File: config.mk
export PLATFORM = sky130hd
export DESIGN_NAME = core_launch_controller
export DESIGN_NICKNAME = d
export VERILOG_FILES = /design/src/rtl/core_launch_controller.sv
export SDC_FILE = /design/constraint.sdc
export NUM_CORES = 1
export LEC_CHECK = 0
export BUFFER_PORTS_ARGS = -buffer_cell sky130_fd_sc_hd__buf_2
export CORE_MARGIN = 5
export CORE_UTILIZATION = 54
export CTS_CLUSTER_DIAMETER = 80
export DETAILED_ROUTE_END_ITERATION = 8
export HOLD_SLACK_MARGIN = 0.1
export PLACE_DENSITY = 0.86
export RECOVER_POWER = 50
export SLEW_MARGIN = 15
export SYNTH_ARGS = -nofsm -noshare
export SYNTH_HDL_FRONTEND = slang
export SYNTH_SLANG_ARGS = --single-unit
File: constraint.sdc
create_clock -name clk -period 5.75 [get_ports clk]
set_clock_uncertainty 0.15 [all_clocks]
set_input_delay 1.725 -clock clk [delete_from_list [all_inputs] [get_ports clk]]
set_output_delay 1.725 -clock clk [all_outputs]
set_load 0.005 [all_outputs]
File: src/rtl/core_launch_controller.sv
// Launch sequencer for one compute unit: loads a program into global memory,
// starts the core, waits for halt or watchdog, then streams a block of results back.
module core_launch_controller #(
  parameter int addr_width      = 32,
  parameter int data_width      = 32,
  parameter int count_width     = 16,
  parameter int watchdog_cycles = 100000
) (
  input  logic                   clk,
  input  logic                   rst,
  input  logic                   start,
  input  logic [addr_width-1:0]  load_addr,
  input  logic [data_width-1:0]  start_pc,
  input  logic [addr_width-1:0]  res_addr,
  input  logic [count_width-1:0] res_count,
  input  logic                   prog_valid,
  output logic                   prog_ready,
  input  logic [data_width-1:0]  prog_data,
  input  logic                   prog_last,
  output logic                   res_valid,
  input  logic                   res_ready,
  output logic [data_width-1:0]  res_data,
  output logic                   busy,
  output logic                   done,
  output logic                   timeout,
  output logic                   contr_mem_wr_en,
  output logic [addr_width-1:0]  contr_mem_wr_addr,
  output logic [data_width-1:0]  contr_mem_wr_data,
  output logic                   contr_mem_rd_en,
  output logic [addr_width-1:0]  contr_mem_rd_addr,
  input  logic [data_width-1:0]  contr_mem_rd_data,
  input  logic                   contr_mem_rd_ack,
  output logic                   contr_core1_clr,
  output logic                   contr_core1_set_pc_req,
  output logic [data_width-1:0]  contr_core1_set_pc_addr,
  output logic                   contr_core1_ena,
  input  logic                   contr_core1_halt
);

  localparam int wd_width = $clog2(watchdog_cycles + 1);

  typedef enum logic [3:0] {
    IDLE, LOAD, CLEAR, SET_PC, RUN, READ_REQ, READ_WAIT, READ_OUT, DONE
  } state_t;

  state_t state, state_nxt;

  logic [addr_width-1:0]  wr_ptr;
  logic [addr_width-1:0]  rd_ptr;
  logic [data_width-1:0]  pc_q;
  logic [data_width-1:0]  res_q;
  logic [count_width-1:0] remaining;
  logic [wd_width-1:0]    wd_cnt;
  logic                   timeout_q;

  logic prog_fire;
  logic res_fire;
  logic halt_seen;
  logic wd_expired;

  assign prog_fire  = (state == LOAD) && prog_valid;
  assign res_fire   = (state == READ_OUT) && res_ready;
  // wd_cnt == 0 marks the first RUN cycle, where a halt left over from a
  // previous launch must not be trusted.
  assign halt_seen  = (state == RUN) && (wd_cnt != '0) && contr_core1_halt;
  assign wd_expired = (state == RUN) && (wd_cnt == wd_width'(watchdog_cycles - 1));

  always_ff @(posedge clk) begin
    if (rst) state <= IDLE;
    else     state <= state_nxt;
  end

  always_comb begin
    state_nxt = state;
    case (state)
      IDLE:      if (start) state_nxt = LOAD;
      LOAD:      if (prog_fire && prog_last) state_nxt = CLEAR;
      CLEAR:     state_nxt = SET_PC;
      SET_PC:    state_nxt = RUN;
      RUN: begin
        if (halt_seen)       state_nxt = (remaining != '0) ? READ_REQ : DONE;
        else if (wd_expired) state_nxt = DONE;
      end
      READ_REQ:  state_nxt = READ_WAIT;
      READ_WAIT: if (contr_mem_rd_ack) state_nxt = READ_OUT;
      READ_OUT:  if (res_ready) state_nxt = (remaining == count_width'(1)) ? DONE : READ_REQ;
      DONE:      state_nxt = IDLE;
      default:   state_nxt = IDLE;
    endcase
  end

  always_comb begin
    prog_ready              = (state == LOAD);
    contr_core1_clr         = (state == CLEAR);
    contr_core1_set_pc_req  = (state == SET_PC);
    contr_core1_set_pc_addr = pc_q;
    contr_core1_ena         = (state == RUN);
    contr_mem_rd_en         = (state == READ_REQ);
    contr_mem_rd_addr       = rd_ptr;
    res_valid               = (state == READ_OUT);
    res_data                = res_q;
    busy                    = (state != IDLE);
    done                    = (state == DONE);
    timeout                 = timeout_q;
  end

  always_ff @(posedge clk) begin
    if (rst) begin
      wr_ptr            <= '0;
      rd_ptr            <= '0;
      pc_q              <= '0;
      res_q             <= '0;
      remaining         <= '0;
      wd_cnt            <= '0;
      timeout_q         <= 1'b0;
      contr_mem_wr_en   <= 1'b0;
      contr_mem_wr_addr <= '0;
      contr_mem_wr_data <= '0;
    end else begin
      contr_mem_wr_en <= prog_fire;
      wd_cnt          <= (state == RUN) ? wd_cnt + wd_width'(1) : '0;

      if (state == IDLE && start) begin
        wr_ptr    <= load_addr;
        pc_q      <= start_pc;
        rd_ptr    <= res_addr;
        remaining <= res_count;
        timeout_q <= 1'b0;
      end

      if (prog_fire) begin
        contr_mem_wr_addr <= wr_ptr;
        contr_mem_wr_data <= prog_data;
        wr_ptr            <= wr_ptr + addr_width'(4);
      end

      // A halt arriving on the expiry cycle still counts as a clean finish.
      if (wd_expired && !halt_seen) timeout_q <= 1'b1;

      if (state == READ_WAIT && contr_mem_rd_ack) res_q <= contr_mem_rd_data;

      if (res_fire) begin
        remaining <= remaining - count_width'(1);
        rd_ptr    <= rd_ptr + addr_width'(4);
      end
    end
  end

endmodule

### Word-level counts from Yosys, hierarchy flattened

Index checks and enable logic that the tools add are counted.

* bits in registers: 231
* input bits: 184
* output and inout bits: 170
* logic and storage cells: 67

* $add $sub $neg: 4
* eq/ne operators: 15
* mux-type cells: 17
* bitwise gates (word level): 1
* reductions and logical operators: 19

Operators with widths (count)
* 2-to-1 mux 32 bit: 4
* adder 32 x 3 -> 32 bit, second input constant: 2
* 2-to-1 mux 16 bit: 2
* 2-to-1 mux 4 bit: 8
* one-hot mux 4 bit (8 select lines): 1
* adder 17 x 1 -> 17 bit, second input constant: 1
* == test 17 bit, second input constant: 1
* nonzero test 17 bit: 1
* == test 16 x 1 -> 1 bit, second input constant: 1
* == test 4 x 3 -> 1 bit, second input constant: 4
* nonzero test 16 bit: 1
* subtractor 16 x 1 -> 16 bit, second input constant: 1
* logical AND 1 bit: 9
* == test 4 x 2 -> 1 bit, second input constant: 2
* nonzero test 2 bit: 3
* AND reduction 5 bit: 1
* == test 4 x 1 -> 1 bit, second input constant: 1
* == test 4 bit, second input constant: 1
* zero test 4 bit: 1
* != test 2 x 1 -> 1 bit, second input constant: 2
* != test 2 bit, second input constant: 2
* nonzero test 4 bit: 1
* != test 3 x 1 -> 1 bit, second input constant: 1
* 2-to-1 mux 1 bit: 2
* other kinds (3): 3

### Logic depth before layout (Yosys ltp)

* word-level depth: 6
* mapped depth: 9

### Worst setup path before layout

No wires, ideal clock.

* path type: input to register
* from: in res_ready
* to: reg rd_ptr[29], in the netlist contr_mem_rd_addr[29]
* library setup time: 74 ps
* arrival time: 2837 ps
* data required time: 5526 ps
* setup slack: 2688 ps
* cell stages on the path: 6
* buffers on the path: 1
* cells stage by stage: and2_1 buf_4 nand3_2 or2_1 or4_1 a31oi_1

* longest elaborated chain between the ends: 2

Ends and longest elaborated chain
* from (decl): line 21 `input logic res_ready,`
* logical AND 1 bit (*): line 62 `assign res_fire = (state == READ_OUT) && res_ready;`
* 2-to-1 mux 32 bit or nonzero test 2 bit (tied branches)
* to (signal assigned): line 126 `rd_ptr <= res_addr;`
* to (signal assigned): line 144 `rd_ptr <= rd_ptr + addr_width'(4);`
* to (decl): line 49 `logic [addr_width-1:0] rd_ptr;`

Mark *: on every way between the ends. The rest lies on a longest branch, timed or not.
A chain may end at the register's enable or synchronous reset.

### Final worst setup path

* from: in rst
* to: reg pc_q[17], in the netlist contr_core1_set_pc_addr[17]

RTL lines
* from (decl): line 10 `input logic rst,`
* to (signal assigned): line 125 `pc_q <= start_pc;`
* to (decl): line 50 `logic [data_width-1:0] pc_q;`

No word-level cell between the ends.

==> flow_summary.toml <==
[worst_setup_path]
crit_fanout = 130
r2r_start = "state[0]"
worstPathArrival_ns = 4.38
worstSetupPathType = "input port to flop"
critPathTopFamily = "buffers and inverters"
slowest_stage = "clkbuf_2"
cpPeakStageDelay_ns = 1.92
timing.critical_path.depth = 3
startpoint = "rst"
critPathBufInv = 2
cp-start-kind = "input port"
critPathCaptureType = "flop"
worstPathCellList = "buf_6 -> clkbuf_2 -> a21oi_1"
cp_data_required_time_ns = 5.87
reg2regPathDepth = 6

[detailed_routing]
wl_um = 30600
drt_iter0_markers = 615
detail-route-antenna-nets = 0
avgRoutedWirePerCell_um = 16.8
drc = 0
dr.pass1.iters = 7
vias = 10300
viasPerCell = 5.66

[clock_tree]
clk_latency_ns = 0.52
cts_inserted_buffers = 25
hold_buffers = 0
cts_setup_buffers = 0
htree_levels = 1
clock_sinks = 231
cts_tree = "done"
cts-root-buf = "clkbuf_16"
ctsResizeCount = 0
clk_pin_slew_worst_paths_ns = 0.06
clk_path_buf_depth = 3

[final_layout]
design_area_sq_mm = 0.0123
layoutNonFillerInstCount = 1821
drive_gt1_frac = 0.216
final_cell_mix = "nand2_1, buf_2, dfxtp_1, a21oi_1, clkbuf_1"
nNetsFinal = 1759
n_fill_cell = 1512
area_delta_synth_final_pct = 25.7
mostFrequentLayoutCell = "nand2_1"

[yosys]
synth-seq-cells = 231
synth_simple_gate_area_share = 0.267
synth_edf_count = 0
synth_fa_ha_area_frac = 0.00892
synth_top_family_by_area = "simple AND/OR/NAND/NOR gates"
syn-instance-count = 1265
synth_warnings = 0
synthFlopType = "dfxtp_1"
syn_area_per_cell_sq_um = 7.76
async_reset_ff_frac = 0
synth-compound-area-share = 0.190
synth_area_leaders = "dfxtp_1, nand2_1, a21oi_1"
synth_cell_types = 55
yosysSeqAreaShare = 0.471
syn_nets = 1456
synth_mux_area_frac = 0.00548
synth_xor_area_frac = 0.0178
synth_top_cell_by_area = "dfxtp_1"
syn_area_sq_mm = 0.00982
synth_top_area_frac = 0.471

[sta]
finalWorstSetupSlack_ns = 1.50
drv_slew = 131
tns_ns = 0
slew_headroom = -0.759
rsz0062_at_grt = "false"
setup_violations = 0
fin_crit_ns = 4.25
timing.fmax_ghz = 0.235
final_hold_viol_count = 0
worst_pin_slew_ns = 2.64
min_period_over_period = 0.740

[grt]
first_global_vias = 9504
gr-total-overflow = 0
antenna_found_initial = 10
grt_max_degree = 131
track_usage = 0.272
grt_pass1_wl_um = 46700

[min_path]
worstHoldPathCells = 2
hp-class = "flop to flop"
hp-start = "res_data[25]"

[floorplanning]
start_util = 0.547
dieHeight_um = 145
die_w_um = 145
die_area_sq_mm = 0.0210
ioPinCount = 354
fp-row-count = 49
coreArea_sq_mm = 0.0180

[outcome]
status = "finished with violations"
violations = "max-capacitance violations, max-slew violations"

[place]
dp_hpwl_um = 21800
dp.cells = 1769
gp_congestion = 0.861
io_buffers = 353
place_ws_ns = 1.93
place_area_sq_mm = 0.0116

[power_and_ir_drop]
ir_drop_v = 0.000310
powerDensity_mw_per_mm2 = 364
power.total_uw = 4490
power.leakage_uw = 0.00489

[run]
drv_cap = 1
-- flip-flops by register name, summed over array words and instances, names as in the netlist --
name                     cells
contr_mem_wr_data           32
contr_mem_wr_addr           32
remaining                   16
contr_core1_set_pc_addr     32
state                        4
timeout                      1
wr_ptr                      32
res_data                    32
contr_mem_wr_en              1
contr_mem_rd_addr           32
wd_cnt                      17
-- stage by stage --
step	utilization	hold slack, ns
2_1_floorplan	-	0.282
5_1_grt	0.687	0.316
6_report	0.687	0.301
3_3_place_gp	0.646	0.288
3_5_place_dp	0.646	0.293
4_1_cts	0.692	0.301
-- power by group --
part           internal (uW)  total [uW]  switching [uW]
clock                    952        1590             639
sequential              1780        1960             176
combinational            349         945             596
-- per-layer routing --
metal | up-vias | GRT usage | part of all wire
met1 | 4788 | 0.318 | 0.38
met3 | 73 | 0.0825 | 0.099
li1 | 5023 | - | -
met5 | - | 0 | 0.00072
met4 | 4 | 0.115 | 0.035
met2 | 422 | 0.463 | 0.49
-- Yosys cell counts (all sizes together) (10+ instances only) --
library cell,n
a31oi,24
dfxtp,231
nor2,63
or3,12
a21oi,203
nand3,44
a221oi,10
clkbuf,63
and2,10
nand2,350
and3,12
o21ai,23
o211ai,22
inv,16
a22oi,10
nand4,17
xor2,11
nor3,22
buf,19
nor4,17
-- worst paths after layout --
| check | end | slack (ns) |
|---|---|---|
| setup / recovery | contr_core1_set_pc_addr[17] | 1.50 |
| hold / removal | res_data[25] | 0.30 |
| setup reg to reg | wr_ptr[21] | 2.19 |
| hold reg to reg | res_data[25] | 0.30 |
-- cells by family after synthesis --
logic type / Yosys count
compound gates: 321
buf+inv: 98
fa+ha+maj: 7
mux: 5
flops: 231
xor+xnor: 20
simple gates: 583
-- cell type report --
cell class	count	area, sq um	area share
antenna	8	20.0	0.00162
sequential	231	4620	0.375
inverter	16	60.1	0.00486
timing repair buffer	358	1730	0.140
clock inverter	10	115	0.00932
multi-input combinational	936	4810	0.390
clock buffer	33	706	0.0572
tap	229	287	0.0232
-- worst reg2reg max path, stage by stage (launching register included) --
cell     delay (ns)
dfxtp_1        0.59
nor4b_4        0.57
nand2_1        0.86
nor3_1         0.59
nand2_1        0.18
or3_1          0.34
a31oi_1        0.17
Power figures use the tool's default switching activity.
